===== src/rtl/class_pkg.sv =====
// Shared definitions for the class arbiter: default word width, class bit position,
// arbiter state encoding and the saturating burst helper.
package class_pkg;

  localparam int unsigned DATA_SIZE_DEF = 10;
  localparam int unsigned CLASS_BIT     = DATA_SIZE_DEF - 1;
  localparam int unsigned BURST_W       = 4;

  typedef enum logic {
    Serve1 = 1'b0,
    Serve0 = 1'b1
  } state_e;

  function automatic logic [BURST_W-1:0] burst_inc(input logic [BURST_W-1:0] burst,
                                                   input logic [BURST_W-1:0] weight);
    return (burst < weight) ? burst + 4'd1 : burst;
  endfunction

endpackage


===== src/rtl/class_arbiter_if.sv =====
// FIFO-side, downstream and debug-counter signals of the class arbiter.
interface class_arbiter_if #(
  parameter int unsigned DATA_SIZE = 10,
  parameter int unsigned CNT_SIZE  = 8
);
  logic [DATA_SIZE-1:0] fifo0_data;
  logic                 fifo0_empty;
  logic [DATA_SIZE-1:0] fifo1_data;
  logic                 fifo1_empty;
  logic                 af_down;
  logic                 pop0;
  logic                 pop1;
  logic [DATA_SIZE-1:0] data_out;
  logic                 valid_out;
  logic [CNT_SIZE-1:0]  sent0_cnt;
  logic [CNT_SIZE-1:0]  sent1_cnt;

  modport master (
    output fifo0_data, fifo0_empty, fifo1_data, fifo1_empty, af_down,
    input  pop0, pop1, data_out, valid_out, sent0_cnt, sent1_cnt
  );

  modport slave (
    input  fifo0_data, fifo0_empty, fifo1_data, fifo1_empty, af_down,
    output pop0, pop1, data_out, valid_out, sent0_cnt, sent1_cnt
  );
endinterface


===== src/rtl/class_arbiter_wrr_sel.sv =====
// Weighted round-robin pop decision: favours class 1 for up to WEIGHT consecutive
// grants while class 0 waits, then gives class 0 one slot.
module class_arbiter_wrr_sel
  import class_pkg::*;
#(
  parameter int unsigned WEIGHT = 4
) (
  input  logic clk_i,
  input  logic rst_ni,
  input  logic fifo0_empty_i,
  input  logic fifo1_empty_i,
  input  logic af_down_i,
  output logic pop0_o,
  output logic pop1_o
);

  localparam logic [BURST_W-1:0] WeightL = BURST_W'(WEIGHT);

  state_e               state_q, state_d;
  logic [BURST_W-1:0]   burst_q, burst_d;
  logic                 pop0, pop1;

  always_comb begin
    state_d = state_q;
    burst_d = burst_q;
    pop0    = 1'b0;
    pop1    = 1'b0;
    if (!af_down_i) begin
      if (state_q == Serve0 && !fifo0_empty_i) begin
        pop0    = 1'b1;
        state_d = Serve1;
        burst_d = '0;
      end else begin
        state_d = Serve1;
        if (!fifo1_empty_i && (burst_q < WeightL || fifo0_empty_i)) begin
          pop1    = 1'b1;
          burst_d = burst_inc(burst_q, WeightL);
        end else if (!fifo0_empty_i) begin
          // Fairness slot or work-conserving class-0 grant.
          pop0    = 1'b1;
          burst_d = '0;
        end
      end
    end else if (state_q == Serve1 && !fifo1_empty_i && !fifo0_empty_i &&
                 burst_q == WeightL) begin
      // Fairness grant owed but blocked by backpressure; remember it.
      state_d = Serve0;
      burst_d = '0;
    end
  end

  always_ff @(posedge clk_i or negedge rst_ni) begin
    if (!rst_ni) begin
      state_q <= Serve1;
      burst_q <= '0;
    end else begin
      state_q <= state_d;
      burst_q <= burst_d;
    end
  end

  // Gate with reset so strobes drop asynchronously.
  assign pop0_o = pop0 & rst_ni;
  assign pop1_o = pop1 & rst_ni;

endmodule


===== src/rtl/class_arbiter.sv =====
// Merges the class-0 and class-1 FIFOs onto one registered output stream and
// keeps per-class forwarded-word counters.
module class_arbiter
  import class_pkg::*;
#(
  parameter int unsigned DATA_SIZE = DATA_SIZE_DEF,
  parameter int unsigned WEIGHT    = 4,
  parameter int unsigned CNT_SIZE  = 8
) (
  input  logic           clk,
  input  logic           reset,
  class_arbiter_if.slave bus
);

  logic                 pop0, pop1;
  logic                 pend_vld_q, pend_sel_q;
  logic [DATA_SIZE-1:0] data_q;
  logic                 valid_q;
  logic [CNT_SIZE-1:0]  cnt0_q, cnt1_q;

  class_arbiter_wrr_sel #(
    .WEIGHT (WEIGHT)
  ) u_wrr_sel (
    .clk_i         (clk),
    .rst_ni        (reset),
    .fifo0_empty_i (bus.fifo0_empty),
    .fifo1_empty_i (bus.fifo1_empty),
    .af_down_i     (bus.af_down),
    .pop0_o        (pop0),
    .pop1_o        (pop1)
  );

  // FIFO data arrives the cycle after the pop; pend_* tags that cycle's word.
  always_ff @(posedge clk or negedge reset) begin
    if (!reset) begin
      pend_vld_q <= 1'b0;
      pend_sel_q <= 1'b0;
      data_q     <= '0;
      valid_q    <= 1'b0;
      cnt0_q     <= '0;
      cnt1_q     <= '0;
    end else begin
      pend_vld_q <= pop0 | pop1;
      pend_sel_q <= pop1;
      valid_q    <= pend_vld_q;
      if (pend_vld_q) begin
        data_q <= pend_sel_q ? bus.fifo1_data : bus.fifo0_data;
        if (pend_sel_q) cnt1_q <= cnt1_q + 1'b1;
        else            cnt0_q <= cnt0_q + 1'b1;
      end
    end
  end

  assign bus.pop0      = pop0;
  assign bus.pop1      = pop1;
  assign bus.data_out  = data_q;
  assign bus.valid_out = valid_q;
  assign bus.sent0_cnt = cnt0_q;
  assign bus.sent1_cnt = cnt1_q;

endmodule


===== src/flat_wrapper.sv =====
// flat-port wrapper written by rule: the top's interface ports become plain ports
module class_arbiter_flat import class_pkg::*;
#(
  parameter int unsigned DATA_SIZE = DATA_SIZE_DEF,
  parameter int unsigned WEIGHT    = 4,
  parameter int unsigned CNT_SIZE  = 8
)
  (clk, reset, bus_fifo0_data, bus_fifo0_empty, bus_fifo1_data, bus_fifo1_empty, bus_af_down, bus_pop0, bus_pop1, bus_data_out, bus_valid_out, bus_sent0_cnt, bus_sent1_cnt);
  class_arbiter_if #(.DATA_SIZE(DATA_SIZE), .CNT_SIZE(CNT_SIZE)) bus_i ();
  input  logic clk;
  input  logic reset;
  input wire logic [$bits(bus_i.fifo0_data)-1:0] bus_fifo0_data;
  input wire logic [$bits(bus_i.fifo0_empty)-1:0] bus_fifo0_empty;
  input wire logic [$bits(bus_i.fifo1_data)-1:0] bus_fifo1_data;
  input wire logic [$bits(bus_i.fifo1_empty)-1:0] bus_fifo1_empty;
  input wire logic [$bits(bus_i.af_down)-1:0] bus_af_down;
  output wire logic [$bits(bus_i.pop0)-1:0] bus_pop0;
  output wire logic [$bits(bus_i.pop1)-1:0] bus_pop1;
  output wire logic [$bits(bus_i.data_out)-1:0] bus_data_out;
  output wire logic [$bits(bus_i.valid_out)-1:0] bus_valid_out;
  output wire logic [$bits(bus_i.sent0_cnt)-1:0] bus_sent0_cnt;
  output wire logic [$bits(bus_i.sent1_cnt)-1:0] bus_sent1_cnt;
  assign bus_i.fifo0_data = bus_fifo0_data;
  assign bus_i.fifo0_empty = bus_fifo0_empty;
  assign bus_i.fifo1_data = bus_fifo1_data;
  assign bus_i.fifo1_empty = bus_fifo1_empty;
  assign bus_i.af_down = bus_af_down;
  assign bus_pop0 = bus_i.pop0;
  assign bus_pop1 = bus_i.pop1;
  assign bus_data_out = bus_i.data_out;
  assign bus_valid_out = bus_i.valid_out;
  assign bus_sent0_cnt = bus_i.sent0_cnt;
  assign bus_sent1_cnt = bus_i.sent1_cnt;
  class_arbiter #(.DATA_SIZE(DATA_SIZE), .WEIGHT(WEIGHT), .CNT_SIZE(CNT_SIZE)) u_core (.clk(clk), .reset(reset), .bus(bus_i));
endmodule

===== config.mk =====
export PLATFORM = sky130hd
export DESIGN_NAME = class_arbiter_flat
export DESIGN_NICKNAME = d
export VERILOG_FILES = /design/src/rtl/class_pkg.sv /design/src/rtl/class_arbiter_if.sv /design/src/rtl/class_arbiter_wrr_sel.sv /design/src/rtl/class_arbiter.sv /design/src/flat_wrapper.sv
export SDC_FILE = /design/constraint.sdc
export NUM_CORES = 1
export LEC_CHECK = 0
export CAP_MARGIN = 20
export CORE_MARGIN = 2
export CORE_UTILIZATION = 48
export DETAILED_ROUTE_END_ITERATION = 16
export PLACE_DENSITY = 0.84
export REMOVE_ABC_BUFFERS = 1
export SETUP_SLACK_MARGIN = 0.4
export SLEW_MARGIN = 20
export SYNTH_ARGS = -nofsm -noshare
export SYNTH_HDL_FRONTEND = slang
export SYNTH_SLANG_ARGS = --single-unit

===== constraint.sdc =====
create_clock -name clk -period 4 [get_ports clk]
set_input_delay 1 -clock clk [delete_from_list [all_inputs] [get_ports clk]]
set_output_delay 1 -clock clk [all_outputs]
set_load 0.01 [all_outputs]

==> results of run 1 <==
[sequential cells by signal, summed over array words and instances, names as in the netlist]
register	flops
u_core.pend_sel_q	1
u_core.u_wrr_sel.burst_q	4
u_core.bus.sent0_cnt	8
u_core.u_wrr_sel.state_q	1
u_core.bus.valid_out	1
u_core.pend_vld_q	1
u_core.bus.data_out	10
u_core.bus.sent1_cnt	8
[final cells by class]
class,count,area (um2)
Tap cell,44,55.1
Multi-Input combinational cell,88,656
Sequential cell,34,851
Fill cell,237,893
Inverter,4,15.0
Timing Repair Buffer,54,538
Clock buffer,7,45.0
[stage by stage]
step           util, %  power (W)  setup slack [ps]  std cells  hold slack (ps)
2_1_floorplan        -   0.000553              1460        126              480
3_3_place_gp      69.2   0.000706               511        224              457
3_5_place_dp      69.2   0.000721               451        224              457
4_1_cts           70.7   0.000892               442        231              474
5_1_grt           70.7   0.000937               410        231              507
6_report          70.7   0.000884               456        231              465
[Yosys cell counts]
cell	instances
clkbuf_1	2
o211ai_1	2
o22ai_4	1
nand2_1	4
and3_1	2
or3b_1	1
nor2b_1	1
xor2_1	3
nand4b_1	1
xnor2_1	11
or3_4	1
nor3_1	2
buf_2	3
and2_1	1
and4b_1	1
inv_1	3
and4_1	1
o2111ai_1	1
mux2_1	2
nand4_1	6
nand2b_1	1
o31a_1	1
nor2_1	13
o211a_1	1
o21ai_1	1
dfrtp_1	34
clkinv_1	1
ha_1	4
a21oi_1	11
mux2i_1	13
nand3b_1	1
o21a_1	1
[power groups by stage]
stage,Combinational (W),Sequential [W],Clock (W)
final,0.000252,0.000459,0.000173
after global routing,0.000276,0.000470,0.000192
after CTS,0.000256,0.000459,0.000177
after detailed placement,0.000255,0.000466,0
after global placement,0.000244,0.000462,0
after floorplan,0.0000741,0.000479,0
[per-layer routing]
metal	GRT usage (%)	part of all wire (%)
met1	22.9	41
met3	4.05	4.9
met5	0	0
met2	35.8	53
met4	8.07	1.2
[kinds of logic after synthesis]
logic type | Yosys count | share of synthesized area, %
fa+ha+maj | 4 | 3.25
mux | 15 | 9.90
simple gates | 36 | 12.8
flops | 34 | 55.2
compound gates | 19 | 8.44
xor+xnor | 14 | 7.95
buf+inv | 9 | 2.43
[worst register-to-register path: stages, from the launching register on]
cell     delay, ps
dfrtp_1        810
and4b_1        350
or3b_1         370
xnor2_1        130
[worst min-delay path by stage]
stage                               end  cells after the start
2_1_floorplan  u_core.u_wrr_sel.state_q                      2
3_3_place_gp    u_core.bus.sent1_cnt[7]                      1
3_5_place_dp    u_core.bus.sent1_cnt[7]                      1
4_1_cts         u_core.bus.sent1_cnt[7]                      1
5_1_grt         u_core.bus.sent1_cnt[7]                      1
6_report        u_core.bus.sent1_cnt[7]                      1
[what timing repair did]
item	4_1_cts	5_1_grt
endpoints found under the setup margin	0	1
gates resized for setup	0	1
buffers inserted	0	0
==> impl_metrics.csv, run 1 <==
group,metric,value,unit
layout,area_delta_synth_final,40.1,%
power_and_ir_drop,clkPwrFrac,19.6,%
layout,layout_commonest_cell,"clkdlybuf4s50_1",
flow_run,maxCapViolCount,0,
setup_path,worstSetupPathType,"primary input to primary output",
grt,grt_usage,19.8,%
timing,fin_crit_sh,88.6,%
timing,max_freq,282,MHz
grt,grt.overflow.total,0,
timing,worstMarginPinSlew,710,ps
cts,cts-buffers-inserted,5,
routing,drtAntennaViolNets,0,
place,place_congestion,0.819,
cts,cts_buffer_depth,2,
layout,num_antenna_cells,0,
setup_path,cp_max_fo,4,
logic_synthesis,synthCells,131,
grt,grt_pass1_vias,1220,
layout,final_cell_mix,"clkdlybuf4s50_1 (53), dfrtp_1 (34), mux2i_1 (13)",
setup_path,cp_common_cell,"clkdlybuf4s50_1",
power_and_ir_drop,p_int,0.000618,W
floorplanning,die-height,60.7,um
setup_path,endpoint_kind,"primary output",
timing,finClkSkew,2.06,ps
floorplanning,core_area,0.00305,mm2
setup_path,cp_data_required_time,3000,ps
layout,final_area,0.00216,mm2
routing,routed_via_density,5.21,
timing,report.final.setup_viol,0,
floorplanning,dieArea,0.00368,mm2
power_and_ir_drop,power.density,409,mW/mm2
setup_path,arrival,2540,ps
cts,cts_tree,"built",
grt,antenna_found_initial,0,
cts,htreeDepth,2,
setup_path,worstPathBufferInverterCount,2,
timing,setup_tns,0,ps
logic_synthesis,yosysTopAreaCell,"dfrtp_1",
setup_path,worst-path-stages,5,
routing,drt_pass1_iterations,4,
setup_path,crit_path_start_kind,"primary input",
logic_synthesis,ys.warnings.count,0,
power_and_ir_drop,combPwrFrac,28.5,%
floorplanning,die_w,60.7,um
place,port_buffers,53,
floorplanning,initial_utilization,50.5,%
routing,wl,3280,um
logic_synthesis,avgSynthCellArea,11.8,um2
routing,drt-initial-drc-count,28,
logic_synthesis,synth.top_cell.area_share,55.2,%
power_and_ir_drop,seqPwrFrac,52.0,%
routing,drcViolationCount,0,
setup_path,crit_slowest_cell,"clkdlybuf4s50_1",
floorplanning,rows,20,
hold_path,min_path_type,"flip-flop to flip-flop",
power_and_ir_drop,leakagePower,0.904,nW
place,placed_area,0.00211,mm2
place,hpwl,2490,um
logic_synthesis,syn_area,0.00154,mm2
setup_path,path_delay_family,"buffers and inverters",
logic_synthesis,ys_seq_area_share,55.2,%
logic_synthesis,yosysUniqueCellTypes,32,
run_status,status,"complete, no violations",
timing,drv_slew,0,
grt,grt_pass1_wl,5320,um
logic_synthesis,synth_seq_cells,34,
timing,max-slew-margin-rel,52.7,%
setup_path,r2r_cells,3,
cts,clock_latency,320,ps
setup_path,r2r_start,"u_core.pend_vld_q",
cts,path_clk_slew,90,ps
setup_path,crit_path_end,"bus_pop0",
floorplanning,ios,54,
setup_path,reg2reg_slack,2240,ps
setup_path,path_cells,"clkdlybuf4s50_1, or3_4, nor2_1, nor3_1, clkdlybuf4s50_1",
power_and_ir_drop,vdd_drop_max,242,uV
timing,rsz0062_at_grt,"no",
routing,wire_per_inst,14.2,um
setup_path,reg2reg_to,"u_core.bus.sent0_cnt[7]",
grt,grt_max_degree,32,
setup_path,timing.critical_path.from,"bus_fifo1_empty",
power_and_ir_drop,power.switching,0.000266,W
cts,root_buffer,"clkbuf_4",
power_and_ir_drop,switching_share,30.0,%
cts,postCtsHoldBufs,0,
timing,hold_violations,0,
logic_synthesis,synth_area_leaders,"dfrtp_1 (55%), mux2i_1 (8.4%), xnor2_1 (6.3%)",
timing,post-route-min-period,3540,ps
hold_path,worstHoldStart,"u_core.bus.sent1_cnt[7]",
routing,vias,1203,
layout,drive_gt1_share,4.81,%
layout,nets,216,
setup_path,crit_path_max_incr_delay,490,ps
cts,cts.sinks,34,
Power figures use the tool's default switching activity.
==> inputs of run 2 (changes only) <==
Settings changed: CORE_UTILIZATION 48 to 40, MAX_ROUTING_LAYER set to met4, PLACE_DENSITY 0.84 to 0.72.
==> run 2 against run 1 <==
Net effect:
- routed wire length fell by 4.6%
- critical path depth is 1 lower
- die area up 19%
- hold slack improved by 2.8 ps
- clock power grew 39%
- non-clock buffer count is the same
- clock skew about the same
- combinational power is essentially flat
- critical path type unchanged
- largest cell class unchanged
==> impl_metrics.csv, run 2 (same netlist as run 1, synthesis figures left out) <==
group,metric,value,unit
cts,root_buffer,"clkbuf_8",
cts,post_cts_buffers,0,
routing,drtAntennaViolNets,0,
grt,grt.overflow.total,0,
routing,routed_via_density,4.94,
routing,met3_length,179,um
floorplanning,die-height,66.1,um
cts,cts.sinks,34,
setup_path,reg2reg_to,"u_core.bus.sent0_cnt[7]",
power_and_ir_drop,vdd_drop_max,236,uV
cts,path_clk_slew,60,ps
layout,final_area,0.00220,mm2
setup_path,cp_common_cell,"clkdlybuf4s50_1",
power_and_ir_drop,seqPwrFrac,48.4,%
timing,report.final.setup_viol,0,
layout,layout_commonest_cell,"clkdlybuf4s50_1",
power_and_ir_drop,power,0.000949,W
layout,final_cell_mix,"clkdlybuf4s50_1 (51), dfrtp_1 (34), nor2_1 (13), mux2i_1 (13)",
layout,area_delta_synth_final,42.5,%
routing,dr.max_layer_used,"met4",
power_and_ir_drop,combPwrFrac,26.3,%
timing,finClkSkew,2.21,ps
power_and_ir_drop,p_int,0.000685,W
layout,num_antenna_cells,0,
routing,vias,1155,
setup_path,r2r_cells,3,
cts,htreeDepth,2,
hold_path,hold_path_depth,1,
place,hpwl,2410,um
layout,drive_gt1_share,5.38,%
floorplanning,die_w,66.1,um
timing,max-slew-margin-rel,52.0,%
hold_path,worstHoldStart,"u_core.bus.sent0_cnt[7]",
power_and_ir_drop,leakagePower,0.939,nW
routing,drt-initial-drc-count,60,
floorplanning,ios,54,
timing,hold_violations,0,
setup_path,path_cells,"clkdlybuf4s50_1, nor2_1, o211a_1, clkdlybuf4s50_1",
routing,drcViolationCount,0,
power_and_ir_drop,power.density,432,mW/mm2
routing,wl_met2,1500,um
floorplanning,core_area,0.00369,mm2
setup_path,worstSetupPathType,"primary input to primary output",
place,port_buffers,53,
power_and_ir_drop,clkPwrFrac,25.3,%
setup_path,cp_max_fo,6,
setup_path,endpoint_kind,"primary output",
cts,cts_tree,"built",
timing,rsz0062_at_grt,"no",
grt,antenna_found_initial,0,
timing,setup_tns,0,ps
floorplanning,dieArea,0.00437,mm2
floorplanning,initial_utilization,41.8,%
timing,max_freq,284,MHz
routing,wire_per_inst,13.4,um
cts,cts_buffer_depth,2,
timing,fin_crit_sh,88.1,%
cts,cts-buffers-inserted,5,
setup_path,crit_slowest_cell,"clkdlybuf4s50_1",
layout,largest_reg_flops,10,
power_and_ir_drop,switching_share,27.9,%
setup_path,r2r_start,"u_core.pend_vld_q",
grt,grt_usage,16.1,%
routing,wl,3130,um
layout,nets,216,
grt,grt_max_degree,35,
grt,grt_pass1_wl,5130,um
setup_path,arrival,2520,ps
setup_path,reg2reg_slack,2230,ps
setup_path,crit_path_max_incr_delay,540,ps
flow_run,maxCapViolCount,0,
hold_path,holdPathEnd,"u_core.bus.sent0_cnt[7]",
cts,postCtsHoldBufs,0,
run_status,status,"complete, no violations",
timing,worstMarginPinSlew,720,ps
timing,drv_slew,0,
setup_path,crit_path_start_kind,"primary input",
floorplanning,rows,22,
place,placed_area,0.00211,mm2
place,place_congestion,0.787,
cts,clock_latency,280,ps
routing,drt_pass1_iterations,4,
setup_path,cp_data_required_time,3000,ps
grt,grt_pass1_vias,1112,
hold_path,min_path_type,"flip-flop to flip-flop",
timing,post-route-min-period,3520,ps
timing,whs,468,ps
power_and_ir_drop,power.switching,0.000265,W
routing,met1_length,1410,um
run 2: cell types whose count changed in the layout (fill, tap and decap cells not counted), sizes merged:
cell           delta
buf               +1
clkdlybuf4s50     -2
dlymetal6s2s      +1
clkbuf            -1
run 2: layer usage:
layer / vias to the layer above / GRT usage (%)
met5: - / -
met2: 33 / 24.8
li1: 571 / -
met3: 6 / 5.79
met1: 545 / 20.2
met4: 0 / 4.59
run 2: final cells by class:
class / count / area (um2)
flip-flops and latches: 34 / 851
fillers: 314 / 1490
well taps: 48 / 60.1
clock buffers: 6 / 82.6
repair buffers: 54 / 536
inverters: 4 / 15.0
multi-input cells: 88 / 653
run 2: stage by stage:
| step | setup WS (ps) | utilization [%] | cells |
|---|---|---|---|
| after global placement | 508 | 57.3 | 228 |
| final | 477 | 59.6 | 234 |
| after detailed placement | 474 | 57.3 | 228 |
| after global routing | 401 | 59.6 | 234 |
| after floorplan | 1460 | - | 126 |
| after CTS | 469 | 59.5 | 234 |
run 2: power groups by stage:
| stage | sequential (W) | clock, W | combinational, W |
|---|---|---|---|
| after floorplan | 0.000479 | 0 | 0.0000741 |
| after global placement | 0.000461 | 0 | 0.000244 |
| after detailed placement | 0.000466 | 0 | 0.000254 |
| after CTS | 0.000460 | 0.000246 | 0.000255 |
| after global routing | 0.000467 | 0.000264 | 0.000272 |
| final | 0.000460 | 0.000240 | 0.000249 |
run 2: timing repair:
item,CTS,global route
hold endpoints to repair,0,0
setup endpoints to repair,0,1
resized for setup,0,1
run 2: worst max-delay path by stage:
| stage | start | end | slack (ps) |
|---|---|---|---|
| after floorplan | bus_fifo1_empty | bus_pop0 | 1460 |
| after global placement | bus_fifo1_empty | bus_pop0 | 510 |
| after detailed placement | bus_fifo1_empty | bus_pop0 | 470 |
| after CTS | bus_fifo1_empty | bus_pop0 | 470 |
| after global routing | bus_af_down | bus_pop1 | 400 |
| final | bus_af_down | bus_pop1 | 480 |
run 2: worst max-delay path, delay by kind of cell:
| kind | cells | cell delay (ps) |
|---|---|---|
| AO/OA/AOI/OAI | 1 | 200 |
| buffers and inverters | 2 | 1060 |
| AND/OR/NAND/NOR | 1 | 260 |
==> inputs of run 3 (changes only) <==
Settings changed: SKIP_CTS_REPAIR_TIMING set to 1.
==> results of run 3 <==
Final layout, timing and power as in run 2 (identical DEF).
